File: src/rtl/boot_load_ctrl.sv
// boot_load_ctrl
//   Frames a 32-bit valid/ready word stream into preload writes for the
//   mini-MIPS instruction and data memories. The core is held in reset
//   until an END header is accepted.
//
//   Header word: [31:30] cmd (01 IMEM, 10 DMEM, 11 END, 00 illegal),
//                [25:16] base address, [9:0] word count.
//
// Ports
//   clk           system clock, rising edge
//   rst           asynchronous active-low reset
//   start         one-cycle pulse; begins or restarts a load session
//   s_valid       stream word valid
//   s_ready       stream word accepted when s_valid & s_ready
//   s_data        stream word (header or payload)
//   inst_we       one-cycle instruction memory write strobe
//   inst_addr     instruction memory write address (zero-extended)
//   inst_data_in  instruction word to write
//   mem_we        one-cycle data memory write strobe
//   mem_addr      data memory write address (zero-extended)
//   mem_data_in   data word to write
//   cpu_rst       active-high core reset; low only in RUN
//   busy          high in HDR or DATA
//   done          high in RUN
//   err           high in ERR
module boot_load_ctrl #(
  parameter int unsigned IMEM_DEPTH = 32,
  parameter int unsigned DMEM_DEPTH = 32
) (
  input  logic        clk,
  input  logic        rst,
  input  logic        start,
  input  logic        s_valid,
  output logic        s_ready,
  input  logic [31:0] s_data,
  output logic        inst_we,
  output logic [31:0] inst_addr,
  output logic [31:0] inst_data_in,
  output logic        mem_we,
  output logic [31:0] mem_addr,
  output logic [31:0] mem_data_in,
  output logic        cpu_rst,
  output logic        busy,
  output logic        done,
  output logic        err
);

  typedef enum logic [2:0] {
    IDLE,
    HDR,
    DATA,
    RUN,
    ERR
  } state_t;

  state_t      state, state_nx;
  logic [10:0] ptr, ptr_nx;
  logic [9:0]  rem, rem_nx;
  logic        tgt_dmem, tgt_dmem_nx;

  logic        inst_we_nx, mem_we_nx;
  logic [31:0] inst_addr_nx, inst_data_nx, mem_addr_nx, mem_data_nx;
  logic        s_ready_nx, busy_nx, done_nx, err_nx, cpu_rst_nx;

  logic        hs;
  logic [1:0]  hdr_cmd;
  logic [9:0]  hdr_base, hdr_count;
  logic [10:0] hdr_sum, hdr_limit;
  logic        unused_hdr_bits;

  assign hs        = s_valid & s_ready;
  assign hdr_cmd   = s_data[31:30];
  assign hdr_base  = s_data[25:16];
  assign hdr_count = s_data[9:0];
  // 11-bit sum so base + count can never wrap before the depth compare
  assign hdr_sum   = {1'b0, hdr_base} + {1'b0, hdr_count};
  assign hdr_limit = (hdr_cmd == 2'b10) ? 11'(DMEM_DEPTH) : 11'(IMEM_DEPTH);
  assign unused_hdr_bits = ^{s_data[29:26], s_data[15:10]};

  always_comb begin
    state_nx     = state;
    ptr_nx       = ptr;
    rem_nx       = rem;
    tgt_dmem_nx  = tgt_dmem;
    inst_we_nx   = 1'b0;
    mem_we_nx    = 1'b0;
    inst_addr_nx = inst_addr;
    inst_data_nx = inst_data_in;
    mem_addr_nx  = mem_addr;
    mem_data_nx  = mem_data_in;

    unique case (state)
      IDLE: begin
        if (start) state_nx = HDR;
      end
      HDR: begin
        if (hs) begin
          unique case (hdr_cmd)
            2'b00: state_nx = ERR;
            2'b11: state_nx = RUN;
            default: begin
              if (hdr_sum > hdr_limit) begin
                state_nx = ERR;
              end else if (hdr_count != 10'd0) begin
                tgt_dmem_nx = (hdr_cmd == 2'b10);
                ptr_nx      = {1'b0, hdr_base};
                rem_nx      = hdr_count;
                state_nx    = DATA;
              end
            end
          endcase
        end
      end
      DATA: begin
        if (hs) begin
          if (tgt_dmem) begin
            mem_we_nx   = 1'b1;
            mem_addr_nx = {21'd0, ptr};
            mem_data_nx = s_data;
          end else begin
            inst_we_nx   = 1'b1;
            inst_addr_nx = {21'd0, ptr};
            inst_data_nx = s_data;
          end
          ptr_nx = ptr + 11'd1;
          rem_nx = rem - 10'd1;
          if (rem == 10'd1) state_nx = HDR;
        end
      end
      RUN, ERR: begin
        if (start) state_nx = HDR;
      end
      default: state_nx = IDLE;
    endcase

    // Status outputs are registered from the next state so they line up
    // with the state they describe.
    s_ready_nx = (state_nx == HDR) || (state_nx == DATA);
    busy_nx    = s_ready_nx;
    done_nx    = (state_nx == RUN);
    err_nx     = (state_nx == ERR);
    cpu_rst_nx = (state_nx != RUN);
  end

  always_ff @(posedge clk or negedge rst) begin
    if (!rst) begin
      state        <= IDLE;
      ptr          <= '0;
      rem          <= '0;
      tgt_dmem     <= 1'b0;
      inst_we      <= 1'b0;
      inst_addr    <= '0;
      inst_data_in <= '0;
      mem_we       <= 1'b0;
      mem_addr     <= '0;
      mem_data_in  <= '0;
      s_ready      <= 1'b0;
      busy         <= 1'b0;
      done         <= 1'b0;
      err          <= 1'b0;
      cpu_rst      <= 1'b1;
    end else begin
      state        <= state_nx;
      ptr          <= ptr_nx;
      rem          <= rem_nx;
      tgt_dmem     <= tgt_dmem_nx;
      inst_we      <= inst_we_nx;
      inst_addr    <= inst_addr_nx;
      inst_data_in <= inst_data_nx;
      mem_we       <= mem_we_nx;
      mem_addr     <= mem_addr_nx;
      mem_data_in  <= mem_data_nx;
      s_ready      <= s_ready_nx;
      busy         <= busy_nx;
      done         <= done_nx;
      err          <= err_nx;
      cpu_rst      <= cpu_rst_nx;
    end
  end

endmodule

File: config.mk
export PLATFORM = sky130hd
export DESIGN_NAME = boot_load_ctrl
export DESIGN_NICKNAME = d
export VERILOG_FILES = /design/src/rtl/boot_load_ctrl.sv
export SDC_FILE = /design/constraint.sdc
export NUM_CORES = 1
export LEC_CHECK = 0
export CAP_MARGIN = 20
export CORE_MARGIN = 5
export CORE_UTILIZATION = 48
export DETAILED_ROUTE_END_ITERATION = 12
export PLACE_DENSITY = 0.83
export SLEW_MARGIN = 20
export SYNTH_ARGS = -nofsm -noshare
export SYNTH_HDL_FRONTEND = slang
export SYNTH_SLANG_ARGS = --single-unit
File: constraint.sdc
create_clock -name clk -period 2.9 [get_ports clk]
set_input_delay 0.725 -clock clk [delete_from_list [all_inputs] [get_ports clk]]
set_output_delay 0.725 -clock clk [all_outputs]
set_load 0.05 [all_outputs]
==> results by group <==
Finish
  – Fin nets: 766
  – Core Util, Final: 0.699
  – Layout overhead on the synthesized area: 42.7%
  – Share of layout cells above drive strength 1: 0.293

STA
  – Setup TNS: 0 ns
  – Pins Over Slew Limit: 0
  – Final Hold Fails: 0
  – Fin crit share: 0.990
  – Max-slew headroom: 0.588
  – Clk_skew: 0.0152 ns
  – Slew @ Worst Pin: 0.618 ns
  – RSZ-0062 raised after global routing: yes
  – Peak Freq: 0.348 GHz
  – Min Clock Period, post-route: 2.87 ns
  – Final setup vio count: 0

Setup path
  – Worst endpoint required time: 3.20 ns
  – Crit path kind: in2reg
  – Critical-path top delay cell: or4b_4
  – WP buf/inv: 3
  – Startpoint types: primary input
  – Crit path cell chain: clkdlybuf4s50_1, ha_4, buf_4, nor2b_1, a211oi_1, a22oi_2, or4b_4, buf_6, a22oi_1, o22ai_1
  – WP data arrival: between 3 and 4 ns
  – Crit path max fanout: 11
  – Crit. End Element: register
  – Slowest stage delay, CP: 0.59 ns
  – CP delay by family, top: buffers and inverters

Floorplan
  – Ports: 171
  – Chip height: 121 um
  – Initial Util: 0.490
  – Cell row count: 40
  – Die ar.: roughly 0.015 mm^2
  – DIE WIDTH: 121 um
  – Core area: 0.0121 mm^2

Clocking
  – Clock-pin slew on the worst setup and hold paths: 0.06 ns
  – Hold_buf cts: 0
  – Max clock buf depth: 2
  – Cts bufs inserted: 17
  – CTS sink count: 117
  – H-tree levels: 4
  – CTS tree: yes
  – Root buf cell: clkbuf_16
  – Clock latency at the later pin of the worst-skew pair: 0.42 ns

Pwr
  – Net Sw Frac: 0.398
  – Power Density: around 900 mW/mm^2
  – Sequential Power Share: 0.319
  – Leak pwr: approximately 3.9 nW
  – Peak supply drop: 687 uV
  – Power Internal: between 0.004 and 0.005 W
  – Clock share of power: 0.272
  – Logic gate share of total power: 0.409
  – Net switching power: 0.00306 W

Synthesis
  – Avg Cell Area, Syn: about 11 um^2
  – Ys Warns: 0
  – Post-synth top area share: 0.492
  – Main synth FF type: dfrtp_1
  – Top cells by area, synth: dfrtp_1, mux2_2, buf_4, ha_1, a21oi_1
  – Yosys reg bits: ~120
  – Post-Syn Area: approximately 0.006 mm^2
  – Post-synth ARST share: 1.00
  – EDFF count, synth: 0
  – Cell taking the most area after synthesis: dfrtp_1
  – Distinct cell type count after synthesis: 57
  – Cells after Synth: 530
  – Post-synthesis sequential area ratio: 0.496

Drt
  – # DRC: 0
  – 1st-iter DRT viols: 320
  – Antenna Nets Post-Route: 0
  – Final wirelength: 15600 um
  – Vias after detailed routing: 4667
  – Detailed Routing Iterations Pass 1: 6
  – Drt via density: 5.21
  – DR WL/cell: about 17 um

Global routing
  – Initial antenna violation count: 1
  – Largest net degree at the start of global routing: 49
  – First-pass GRT wire length: 25200 um
  – Vias in the first global route: 4793
  – Grt ovf: 0
  – All-Layer GR Usage: 0.221

Hold path
  – Worst min path class: in2async

Placed design
  – Hpwl dp: 11300 um
  – Gp weighted congestion: 0.890
  – Port buffer count: 128

Outcome
  – Status: completed

Job
  – Max Cap Viol: 0
-- synth_stat cells (3+ instances only) --
master      n
a21oi_1    32
a22oi_1     5
a31oi_1     6
and2_1      5
buf_1       5
buf_2       6
buf_4      44
clkbuf_1    9
dfrtp_1   116
ha_1       16
inv_1      14
mux2_2     81
mux2i_1     9
nand2_1    27
nand2b_1   11
nand3_1    11
nor2_1     40
nor2b_1     4
nor3_1      6
nor4_1      4
o21ai_0    19
o22a_1      6
o22ai_1     6
o2bb2a_1    3
xnor2_1     3
-- area by class of cell --
| type | instances | area [um^2] |
|---|---|---|
| multi-input combinational | 374 | 2850 |
| clock inverter | 8 | 96.3 |
| fill | 827 | 3640 |
| tap | 168 | 210 |
| sequential | 117 | 2930 |
| antenna | 1 | 2.50 |
| timing repair buffer | 189 | 1780 |
| inverter | 14 | 52.6 |
| clock buffer | 24 | 502 |
-- power groups by stage --
| stage | registers (W) | logic (W) | clock network (W) |
|---|---|---|---|
| global placement | 0.00245 | 0.00304 | 0 |
| finish | 0.00246 | 0.00315 | 0.00209 |
| floorplan | 0.00347 | 0.00105 | 0 |
| CTS | 0.00246 | 0.00312 | 0.00213 |
| detailed placement | 0.00248 | 0.00308 | 0 |
| global route | 0.00253 | 0.00332 | 0.00220 |
-- state kept, by name, summed over array words and instances, names as in the netlist, 3 cells and up --
signal / count
inst_addr: 11
inst_data_in: 32
mem_addr: 11
mem_data_in: 32
ptr: 11
rem: 10
state: 3
-- path summary, 6_finish.rpt --
| path | from | slack (ns) | end | cells past startpoint |
|---|---|---|---|---|
| min | rst | 0.33 | inst_data_in[19] | 1 |
| max reg2reg | state[0] | 0.51 | ptr[0] | 8 |
| min in group clk | mem_data_in[31] | 0.48 | mem_data_in[31] | 2 |
| min reg2reg | mem_data_in[31] | 0.48 | mem_data_in[31] | 2 |
| max | s_data[4] | 0.03 | ptr[0] | 10 |
| max in group asynchronous | rst | 1.82 | inst_addr[1] | 2 |
-- stage by stage --
stage / power (W) / hold WS, ns / instance area [um^2] / instances / setup slack [ns]
floorplan: 0.00452 / 0.429 / 6100 / 571 / -0.0440
global placement: 0.00549 / 0.462 / 7620 / 860 / -0.620
detailed placement: 0.00556 / 0.471 / 7620 / 860 / -0.728
CTS: 0.00770 / 0.341 / 8290 / 894 / 0.00479
global route: 0.00805 / 0.378 / 8420 / 894 / -0.0634
finish: 0.00769 / 0.329 / 8430 / 895 / 0.0291
-- cell families (layout without fill, tap and decap cells) --
family / after synthesis / count (layout) / synth area share
and+or+nand+nor: 128 / 128 / 0.107
AOI/OAI and AO/OA: 92 / 92 / 0.0994
muxes: 90 / 90 / 0.170
buffers and inverters: 80 / 235 / 0.0826
other: 1 / 43 / 0.000635
adders and majority gates: 17 / 17 / 0.0373
DFF: 117 / 117 / 0.496
xor gates and xnor gates: 5 / 5 / 0.00742
-- per-layer routing --
metal,vias to the layer above,track usage,routed length [um]
met4,0,0.0673,304
met2,211,0.338,6940
met1,2272,0.290,6760
met5,-,0,0
met3,28,0.0867,1590
li1,2156,-,-
-- cell usage in the layout (no fill, tap or decap), drive strengths merged, types with 2 or more instances in the layout --
master / Yosys / final
xor2: 2 / 2
dlygate4sd2: 0 / 5
buf: 57 / 62
nor3: 6 / 6
and3: 2 / 2
xnor2: 3 / 3
nor4: 4 / 4
inv: 14 / 14
conb: 1 / 42
a31oi: 6 / 6
nor2: 41 / 41
o2bb2a: 3 / 3
or2: 4 / 4
ha: 16 / 16
nor2b: 4 / 4
bufinv: 0 / 2
clkdlybuf4s50: 0 / 114
a41oi: 2 / 2
dlymetal6s2s: 0 / 5
o22a: 6 / 6
mux2i: 9 / 9
a211oi: 2 / 2
and2: 7 / 7
nand2: 28 / 28
a22oi: 5 / 5
clkdlybuf4s15: 0 / 3
nor4b: 2 / 2
nand3: 11 / 11
o22ai: 6 / 6
nand2b: 11 / 11
or4: 2 / 2
mux2: 81 / 81
a21oi: 32 / 32
clkinv: 0 / 5
o211a: 2 / 2
dfrtp: 116 / 116
o21ai: 21 / 21
clkbuf: 9 / 24
-- what timing repair did --
item	4_1_cts	5_1_grt
pin swaps	5	6
setup endpoints to repair	27	25
buffers inserted	2	0
resized for setup	17	30
No activity file was read; power rests on OpenSTA's default activity.
